<file path="src/rtl/mc_sequencer_if.sv">
// rtl/mc_sequencer_if.sv - instruction/data memory handshake bundle for mc_sequencer
interface mc_sequencer_if #(
  parameter int DWIDTH = 32
);
  logic              imem_req;
  logic [DWIDTH-1:0] imem_addr;
  logic              imem_ack;
  logic [DWIDTH-1:0] imem_rdata;
  logic              dmem_req;
  logic              dmem_we;
  logic              dmem_ack;

  // Sequencer side: issues requests, consumes acks and fetched data.
  modport master (
    output imem_req, imem_addr, dmem_req, dmem_we,
    input  imem_ack, imem_rdata, dmem_ack
  );

  // Memory side: answers requests.
  modport slave (
    input  imem_req, imem_addr, dmem_req, dmem_we,
    output imem_ack, imem_rdata, dmem_ack
  );
endinterface

</file>
<file path="src/rtl/mc_sequencer.sv">
// rtl/mc_sequencer.sv - multi-cycle fetch/exec/mem/writeback control sequencer
module mc_sequencer #(
  parameter int                DWIDTH   = 32,
  parameter logic [DWIDTH-1:0] RESET_PC = '0,
  parameter int                TIMEOUT  = 16
) (
  input  logic              clk,
  input  logic              rst_n,
  mc_sequencer_if.master    bus,
  output logic [DWIDTH-1:0] instr,
  input  logic [2:0]        jump_type,
  input  logic [DWIDTH-1:0] jump_addr,
  input  logic [DWIDTH-1:0] imm,
  input  logic              alu_zero,
  input  logic [DWIDTH-1:0] rs1_data,
  input  logic              we_dmem,
  input  logic              is_load,
  input  logic              we_regfile,
  output logic              rf_we,
  output logic [DWIDTH-1:0] pc,
  output logic [DWIDTH-1:0] pc_plus4,
  output logic [31:0]       instret,
  output logic              bus_err
);

  typedef enum logic [2:0] {
    S_FETCH = 3'd0,
    S_EXEC  = 3'd1,
    S_MEM   = 3'd2,
    S_WB    = 3'd3,
    S_HALT  = 3'd4
  } state_t;

  localparam logic [15:0] TLAST = 16'(TIMEOUT - 1);

  state_t            state;
  state_t            state_next;
  logic [15:0]       tcnt;
  logic              expired;
  logic [DWIDTH-1:0] next_pc;
  logic              unused_jump_hi;

  // Only the 26-bit J-type index participates in the target.
  assign unused_jump_hi = ^jump_addr[DWIDTH-1:26];

  assign pc_plus4      = pc + DWIDTH'(4);
  assign bus.imem_addr = pc;
  assign expired       = (tcnt == TLAST);

  // State register; reset abandons any outstanding request.
  always_ff @(posedge clk) begin
    if (!rst_n) state <= S_FETCH;
    else        state <= state_next;
  end

  // Next-state: an ack always beats an expiring wait.
  always_comb begin
    state_next = state;
    case (state)
      S_FETCH: begin
        if (bus.imem_ack)  state_next = S_EXEC;
        else if (expired)  state_next = S_HALT;
      end
      S_EXEC:  state_next = (we_dmem || is_load) ? S_MEM : S_WB;
      S_MEM: begin
        if (bus.dmem_ack)  state_next = S_WB;
        else if (expired)  state_next = S_HALT;
      end
      S_WB:    state_next = S_FETCH;
      S_HALT:  state_next = S_HALT;
      default: state_next = S_FETCH;
    endcase
  end

  // Outputs are gated by rst_n so nothing is requested while reset is held.
  always_comb begin
    bus.imem_req = rst_n && (state == S_FETCH);
    bus.dmem_req = rst_n && (state == S_MEM);
    bus.dmem_we  = rst_n && (state == S_MEM) && we_dmem;
    rf_we        = rst_n && (state == S_WB) && we_regfile;
  end

  // Wait counter restarts whenever the state changes, counts while waiting for an ack.
  always_ff @(posedge clk) begin
    if (!rst_n)                                     tcnt <= '0;
    else if (state_next != state)                   tcnt <= '0;
    else if ((state == S_FETCH) || (state == S_MEM)) tcnt <= tcnt + 16'd1;
  end

  // Next PC from the decoder outputs held stable since EXEC.
  always_comb begin
    case (jump_type)
      3'b001:         next_pc = alu_zero ? (pc_plus4 + (imm << 2)) : pc_plus4;
      3'b010, 3'b100: next_pc = {pc_plus4[DWIDTH-1:28], jump_addr[25:0], 2'b00};
      3'b011:         next_pc = rs1_data;
      default:        next_pc = pc_plus4;
    endcase
  end

  // Architectural state: IR latches on fetch ack, PC/instret retire in WB, bus_err is sticky.
  always_ff @(posedge clk) begin
    if (!rst_n) begin
      pc      <= RESET_PC;
      instr   <= '0;
      instret <= '0;
      bus_err <= 1'b0;
    end else begin
      if ((state == S_FETCH) && bus.imem_ack) instr <= bus.imem_rdata;
      if (state == S_WB) begin
        pc      <= next_pc;
        instret <= instret + 32'd1;
      end
      if (state_next == S_HALT) bus_err <= 1'b1;
    end
  end

endmodule

</file>
<file path="src/flat_wrapper.sv">
// flat-port wrapper written by rule: the top's interface ports become plain ports
module mc_sequencer_flat 
#(
  parameter int                DWIDTH   = 32,
  parameter logic [DWIDTH-1:0] RESET_PC = '0,
  parameter int                TIMEOUT  = 16
)
  (clk, rst_n, instr, jump_type, jump_addr, imm, alu_zero, rs1_data, we_dmem, is_load, we_regfile, rf_we, pc, pc_plus4, instret, bus_err, bus_imem_req, bus_imem_addr, bus_dmem_req, bus_dmem_we, bus_imem_ack, bus_imem_rdata, bus_dmem_ack);
  mc_sequencer_if #(.DWIDTH(DWIDTH)) bus_i ();
  input  logic clk;
  input  logic rst_n;
  output logic [DWIDTH-1:0] instr;
  input  logic [2:0] jump_type;
  input  logic [DWIDTH-1:0] jump_addr;
  input  logic [DWIDTH-1:0] imm;
  input  logic alu_zero;
  input  logic [DWIDTH-1:0] rs1_data;
  input  logic we_dmem;
  input  logic is_load;
  input  logic we_regfile;
  output logic rf_we;
  output logic [DWIDTH-1:0] pc;
  output logic [DWIDTH-1:0] pc_plus4;
  output logic [31:0] instret;
  output logic bus_err;
  output wire logic [$bits(bus_i.imem_req)-1:0] bus_imem_req;
  output wire logic [$bits(bus_i.imem_addr)-1:0] bus_imem_addr;
  output wire logic [$bits(bus_i.dmem_req)-1:0] bus_dmem_req;
  output wire logic [$bits(bus_i.dmem_we)-1:0] bus_dmem_we;
  input wire logic [$bits(bus_i.imem_ack)-1:0] bus_imem_ack;
  input wire logic [$bits(bus_i.imem_rdata)-1:0] bus_imem_rdata;
  input wire logic [$bits(bus_i.dmem_ack)-1:0] bus_dmem_ack;
  assign bus_imem_req = bus_i.imem_req;
  assign bus_imem_addr = bus_i.imem_addr;
  assign bus_dmem_req = bus_i.dmem_req;
  assign bus_dmem_we = bus_i.dmem_we;
  assign bus_i.imem_ack = bus_imem_ack;
  assign bus_i.imem_rdata = bus_imem_rdata;
  assign bus_i.dmem_ack = bus_dmem_ack;
  mc_sequencer #(.DWIDTH(DWIDTH), .RESET_PC(RESET_PC), .TIMEOUT(TIMEOUT)) u_core (.clk(clk), .rst_n(rst_n), .bus(bus_i), .instr(instr), .jump_type(jump_type), .jump_addr(jump_addr), .imm(imm), .alu_zero(alu_zero), .rs1_data(rs1_data), .we_dmem(we_dmem), .is_load(is_load), .we_regfile(we_regfile), .rf_we(rf_we), .pc(pc), .pc_plus4(pc_plus4), .instret(instret), .bus_err(bus_err));
endmodule
</file>
<file path="config.mk">
export PLATFORM = sky130hd
export DESIGN_NAME = mc_sequencer_flat
export DESIGN_NICKNAME = d
export VERILOG_FILES = /design/src/rtl/mc_sequencer_if.sv /design/src/rtl/mc_sequencer.sv /design/src/flat_wrapper.sv
export SDC_FILE = /design/constraint.sdc
export NUM_CORES = 1
export LEC_CHECK = 0
export ABC_AREA = 1
export CAP_MARGIN = 20
export CORE_AREA = 4 4 142 144
export CTS_CLUSTER_SIZE = 10
export DETAILED_ROUTE_END_ITERATION = 8
export DIE_AREA = 0 0 146 148
export PLACE_DENSITY_LB_ADDON = 0.2
export RECOVER_POWER = 100
export SYNTH_ARGS = -nofsm -noshare
export SYNTH_HDL_FRONTEND = slang
export SYNTH_SLANG_ARGS = --single-unit
</file>
<file path="constraint.sdc">
create_clock -name clk -period 3.5 [get_ports clk]
set_clock_uncertainty 0.1 [all_clocks]
set_input_delay 1.05 -clock clk [delete_from_list [all_inputs] [get_ports clk]]
set_output_delay 1.05 -clock clk [all_outputs]
set_load 0.03 [all_outputs]
</file>
# Word level (Yosys, flattened, before mapping)
# Cells that the tools add are included.
# word_totals
regBits	116
input_bits	139
wordCells	40
# op_classes
addsub	4
eq_ne	11
mux	7
bitwise	1
reduce_logical	11
# ops
op	count
$pmux W32 S3	1
$add A32 B1 Y32 const B	1
$add A32 B3 Y32 const B	1
$add A32 B32 Y32	1
$mux W32	1
$add A16 B1 Y16 const B	1
$eq A16 B4 Y1 const B	1
$eq A3 B2 Y1 const B	4
$pmux W3 S4	1
$eq A3 B3 Y1 const B	3
$mux W3	3
$eq A3 B1 Y1 const B	2
$logic_and A1 B1 Y1	6
$reduce_or A2 Y1	2
$logic_not A3 Y1	1
$ne A3 B3 Y1	1
$logic_or A1 B1 Y1	2
$mux W1	1
$not A1 Y1	1

# Logic depth before layout (Yosys ltp)
# logic_depth
word_depth	6
depth_mapped	24

# Worst setup path before layout
# Ideal clock, no wire load.
# synth_path
path_kind	register to register
from	register u_core.pc[2], in the netlist u_core.bus.imem_addr[2]
to	register u_core.pc[16], in the netlist u_core.bus.imem_addr[16]
setup_ps	115
arrival_ps	3356
path_slack_ps	-71
stages_incl_launch_ff	18
path_cell_list	dfxtp_1 inv_1 nor2_1 nand2_1 nor2_1 xor2_1 ha_1 a21oi_1 inv_1 a31oi_1 nand2_1 nand2_1 nand2_1 or2_2 nand3_1 nand2_1 o21ai_0 inv_1
# synth_via
elab_chain_len	4
# synth_lines
item	line_no	rtl
start: declaration	mc_sequencer.sv:20	output logic [DWIDTH-1:0] pc,
start signal: assignment	mc_sequencer.sv:110	pc <= next_pc;
$add A32 B3 Y32	mc_sequencer.sv:46	assign pc_plus4 = pc + DWIDTH'(4);
via pc_plus4[2]	flat_wrapper.sv:23	output logic [DWIDTH-1:0] pc_plus4;
$add A32 B32 Y32	mc_sequencer.sv:93	3'b001: next_pc = alu_zero ? (pc_plus4 + (imm << 2)) : pc_plus4;
$mux W32	mc_sequencer.sv:93	
$pmux W32 S3	mc_sequencer.sv:92	case (jump_type)
# The timed path passes the listed nets, and every way through them passes these cells.
# A chain may end at the register's enable or synchronous reset.

# Final worst setup path
# layout_path
from	register u_core.pc[18], in the netlist u_core.bus.imem_addr[18]
to	output port pc_plus4[27]
# layout_via
elab_chain_len	1
# layout_lines
item	line_no
$add A32 B3 Y32	mc_sequencer.sv:46
end: declaration	flat_wrapper.sv:23
# Every way passes these cells.

==> results.cfg <==
[run_status]
outcome = finished, final reports clean

[sta]
min_period_ns = 3.45
setup_viol = 0
drv_slew = 0
fin_ws_ns = 0.0464
hold_viol = 0
fin_crit_sh = 0.987
timing.fmax_mhz = 290
rsz0062_at_grt = true
slew_headroom = 0.238
holdWs_ns = 0.362
tightest_slew_ns = 1.14

[final_layout]
post-route-util = 0.683
syn_to_final_growth_pct = 48.4
finalNetCount = 1888
drive_above_1_share = 0.121
n_antenna_cell = 0

[floorplan]
core_area_sq_um = 18700
start_util = 0.460
die_area_sq_um = 21600
num_io_pins = 304
rows = 50
die_w_um = 146
die_h_um = 148

[setup_path]
worstPathRequired_ns = 2.35
worstSetupStartpointType = register
crit_start = u_core.bus.imem_addr[18]$_SDFFE_PN0N_
worstReg2RegStart = u_core.bus.imem_addr[20]$_SDFFE_PN0N_
worstPathArrival_ns = 2.30
crit_type = register to output pin
endpoint_kind = output pin
worst-path-max-fanout = 5

[synthesis]
synth.area.top_cells = dfxtp_1 27%, nand2_1 14%, nor2_1 8.7%, inv_1 8.1%, ha_1 5.4%
synth.avg_cell_area_sq_um = 6.24
yosys_register_bits = 116
syn-num-nets = 1556
async_flop_share = 0
synth_top_area_cell = dfxtp_1
yosysSeqAreaShare = 0.270
synth_cell_types = 50
synth_area_sq_um = 8610
synth_edf_count = 0
yosysWarningCount = 0
syn-instance-count = 1379
netlist.area_leader.share = 0.270
synth_flop_cell = dfxtp_1

[clock_network]
tritoncts = yes
clkSlewWorstSetupHoldPaths_ns = 0.07
clkSinkCount = 116
cts_made_buffers = 17
cts-root-buf = clkbuf_16
clock_path_buffers = 2
htreeDepth = 4
worstSkewPairLatency_ns = 0.41

[global_route]
antenna_found_initial = 0
grt_max_degree = 60
grt_overflow = 0
grt_pass1_vias = 9952
groute.usage.overall = 0.281
grt_first_pass_wirelength_um = 49700

[hold_path]
hold_path.class = register to register
hp-start = u_core.bus_err$_SDFFE_PN0N_

[placement]
dp_hpwl_um = 25200
dp_slack_ns = -0.191
io_buffers = 295
gp_congestion = 0.920

[detailed_routing]
drt_pre_antenna_iters = 8
vias = 10300
final_antenna_net_count = 0
drt_iter0_drc = 615
wl_per_cell_um = 16.3
finalWirelength_um = 31900
drc_errors = 0
avgViaCountPerCell = 5.26

[job]
cap_violations = 0

[power]
ir_worst_vdd_v = 0.000281
cellLeakagePower_nw = 5.75
power_mw = 4.05
pwr_density_cell_nw_per_um2 = 317
-- worst max-delay path, stage by stage (launching register included) --
cell     delay [ns]
dfxtp_1        0.44
buf_4          0.20
nand2_1        0.06
nor2_1         0.17
buf_4          0.18
nand2_1        0.06
nor3_2         0.26
or2_2          0.16
nand2_1        0.08
inv_1          0.12
buf_4          0.17
-- report_power, final --
part,switching [mW],internal (mW),total [mW]
Clock,0.719,1.01,1.73
Sequential,0.0333,1.37,1.41
Combinational,0.521,0.392,0.913
-- cells in the mapped netlist, types with 2 or more instances --
cell and n:
and2_1 2, nand3_1 71, o21bai_1 4, buf_4 34
inv_1 185, buf_2 4, nor3_1 35, o2111ai_1 7
clkbuf_1 23, o21ai_0 81, buf_1 6, nor2_2 7
a31oi_1 2, or2_2 8, nor2_1 199, nor4_1 7
nand2_1 325, nand3b_1 7, o211a_1 3, nand4_1 25
a22o_1 10, a21oi_1 86, xor2_1 35, o211ai_1 7
nor3_2 3, xnor2_1 8, a21boi_0 2, nor3b_1 6
o31ai_1 2, dfxtp_1 116, nand2_2 4, ha_1 37
a221oi_1 6, o21a_1 2, inv_2 3, nor2_4 3
-- sequential cells by signal, indices dropped and copies added (netlist names) --
name / flops
u_core.state: 3
u_core.instr: 32
u_core.bus.imem_addr: 32
u_core.tcnt: 16
u_core.instret: 32
u_core.bus_err: 1
-- placed cells by master, fill, tap and decap left out, types with 4 or more instances in the layout --
master and instances:
o211ai_1 7, xor2_1 30, o2111ai_1 7, dlygate4sd3_1 41
or2_2 8, nor2_2 15, nor3_2 8, nor2_1 192
dfxtp_2 7, a21oi_2 4, dlygate4sd2_1 10, nand3_1 69
inv_2 4, buf_4 95, nand3_2 4, nor3_1 31
xnor2_1 8, nor4_1 5, inv_8 5, clkdlybuf4s50_1 223
ha_1 34, a221oi_1 6, nand3b_1 7, clkbuf_16 17
o21ai_0 80, nand4_1 25, a21oi_1 82, clkbuf_2 5
clkinv_4 5, a22o_1 10, nand2_2 5, nor3b_1 6
nand2_1 324, inv_1 183, dfxtp_1 108, xor2_2 5
-- worst paths after layout --
path                                            to  slack, ns  cells past startpoint
max                                   pc_plus4[27]       0.05                     10
min                    u_core.bus_err$_SDFFE_PN0N_       0.36                      2
max reg2reg  u_core.bus.imem_addr[29]$_SDFFE_PN0N_       0.14                     19
min reg2reg            u_core.bus_err$_SDFFE_PN0N_       0.36                      2
-- what timing repair did --
item	4_1_cts	5_1_grt
buffers inserted	0	1
pin swaps	0	3
endpoints found under the hold margin	0	0
resized for setup	20	68
gates cloned	0	0
setup endpoints to repair	17	36
hold buffers	0	0
-- metrics by stage --
stage | instance area (sq um) | std cells | setup TNS, ns
floorplan | 8620 | 1379 | 0
global placement | 12100 | 1925 | -0.662
finish | 12800 | 1958 | 0
CTS | 12700 | 1957 | 0
global route | 12800 | 1958 | -0.462
detailed placement | 12100 | 1925 | -0.961
-- logic make-up (layout without fill, tap and decap cells) --
family	Yosys count	after routing	synth area share
AO/OA/AOI/OAI	217	217	0.145
XOR/XNOR	43	43	0.0438
flip-flops	116	116	0.270
buffers and inverters	256	601	0.127
AND/OR/NAND/NOR	709	709	0.359
adder cells (fa/ha/maj)	38	38	0.0561
-- per-layer routing --
layer,up-vias,share of wire,track usage
li1,5105,-,-
met5,-,0,0
met3,63,0.096,0.0797
met2,469,0.49,0.507
met1,4655,0.39,0.326
met4,0,0.026,0.0795
-- layout make-up --
class	instances	area, sq um
Fill cell	1643	5930
Multi-Input combinational cell	1007	5320
Timing Repair Buffer	380	3520
Sequential cell	116	2330
Inverter	189	709
Clock buffer	17	425
Tap cell	234	293
Clock inverter	15	164
(Power assumes the default switching activity.)
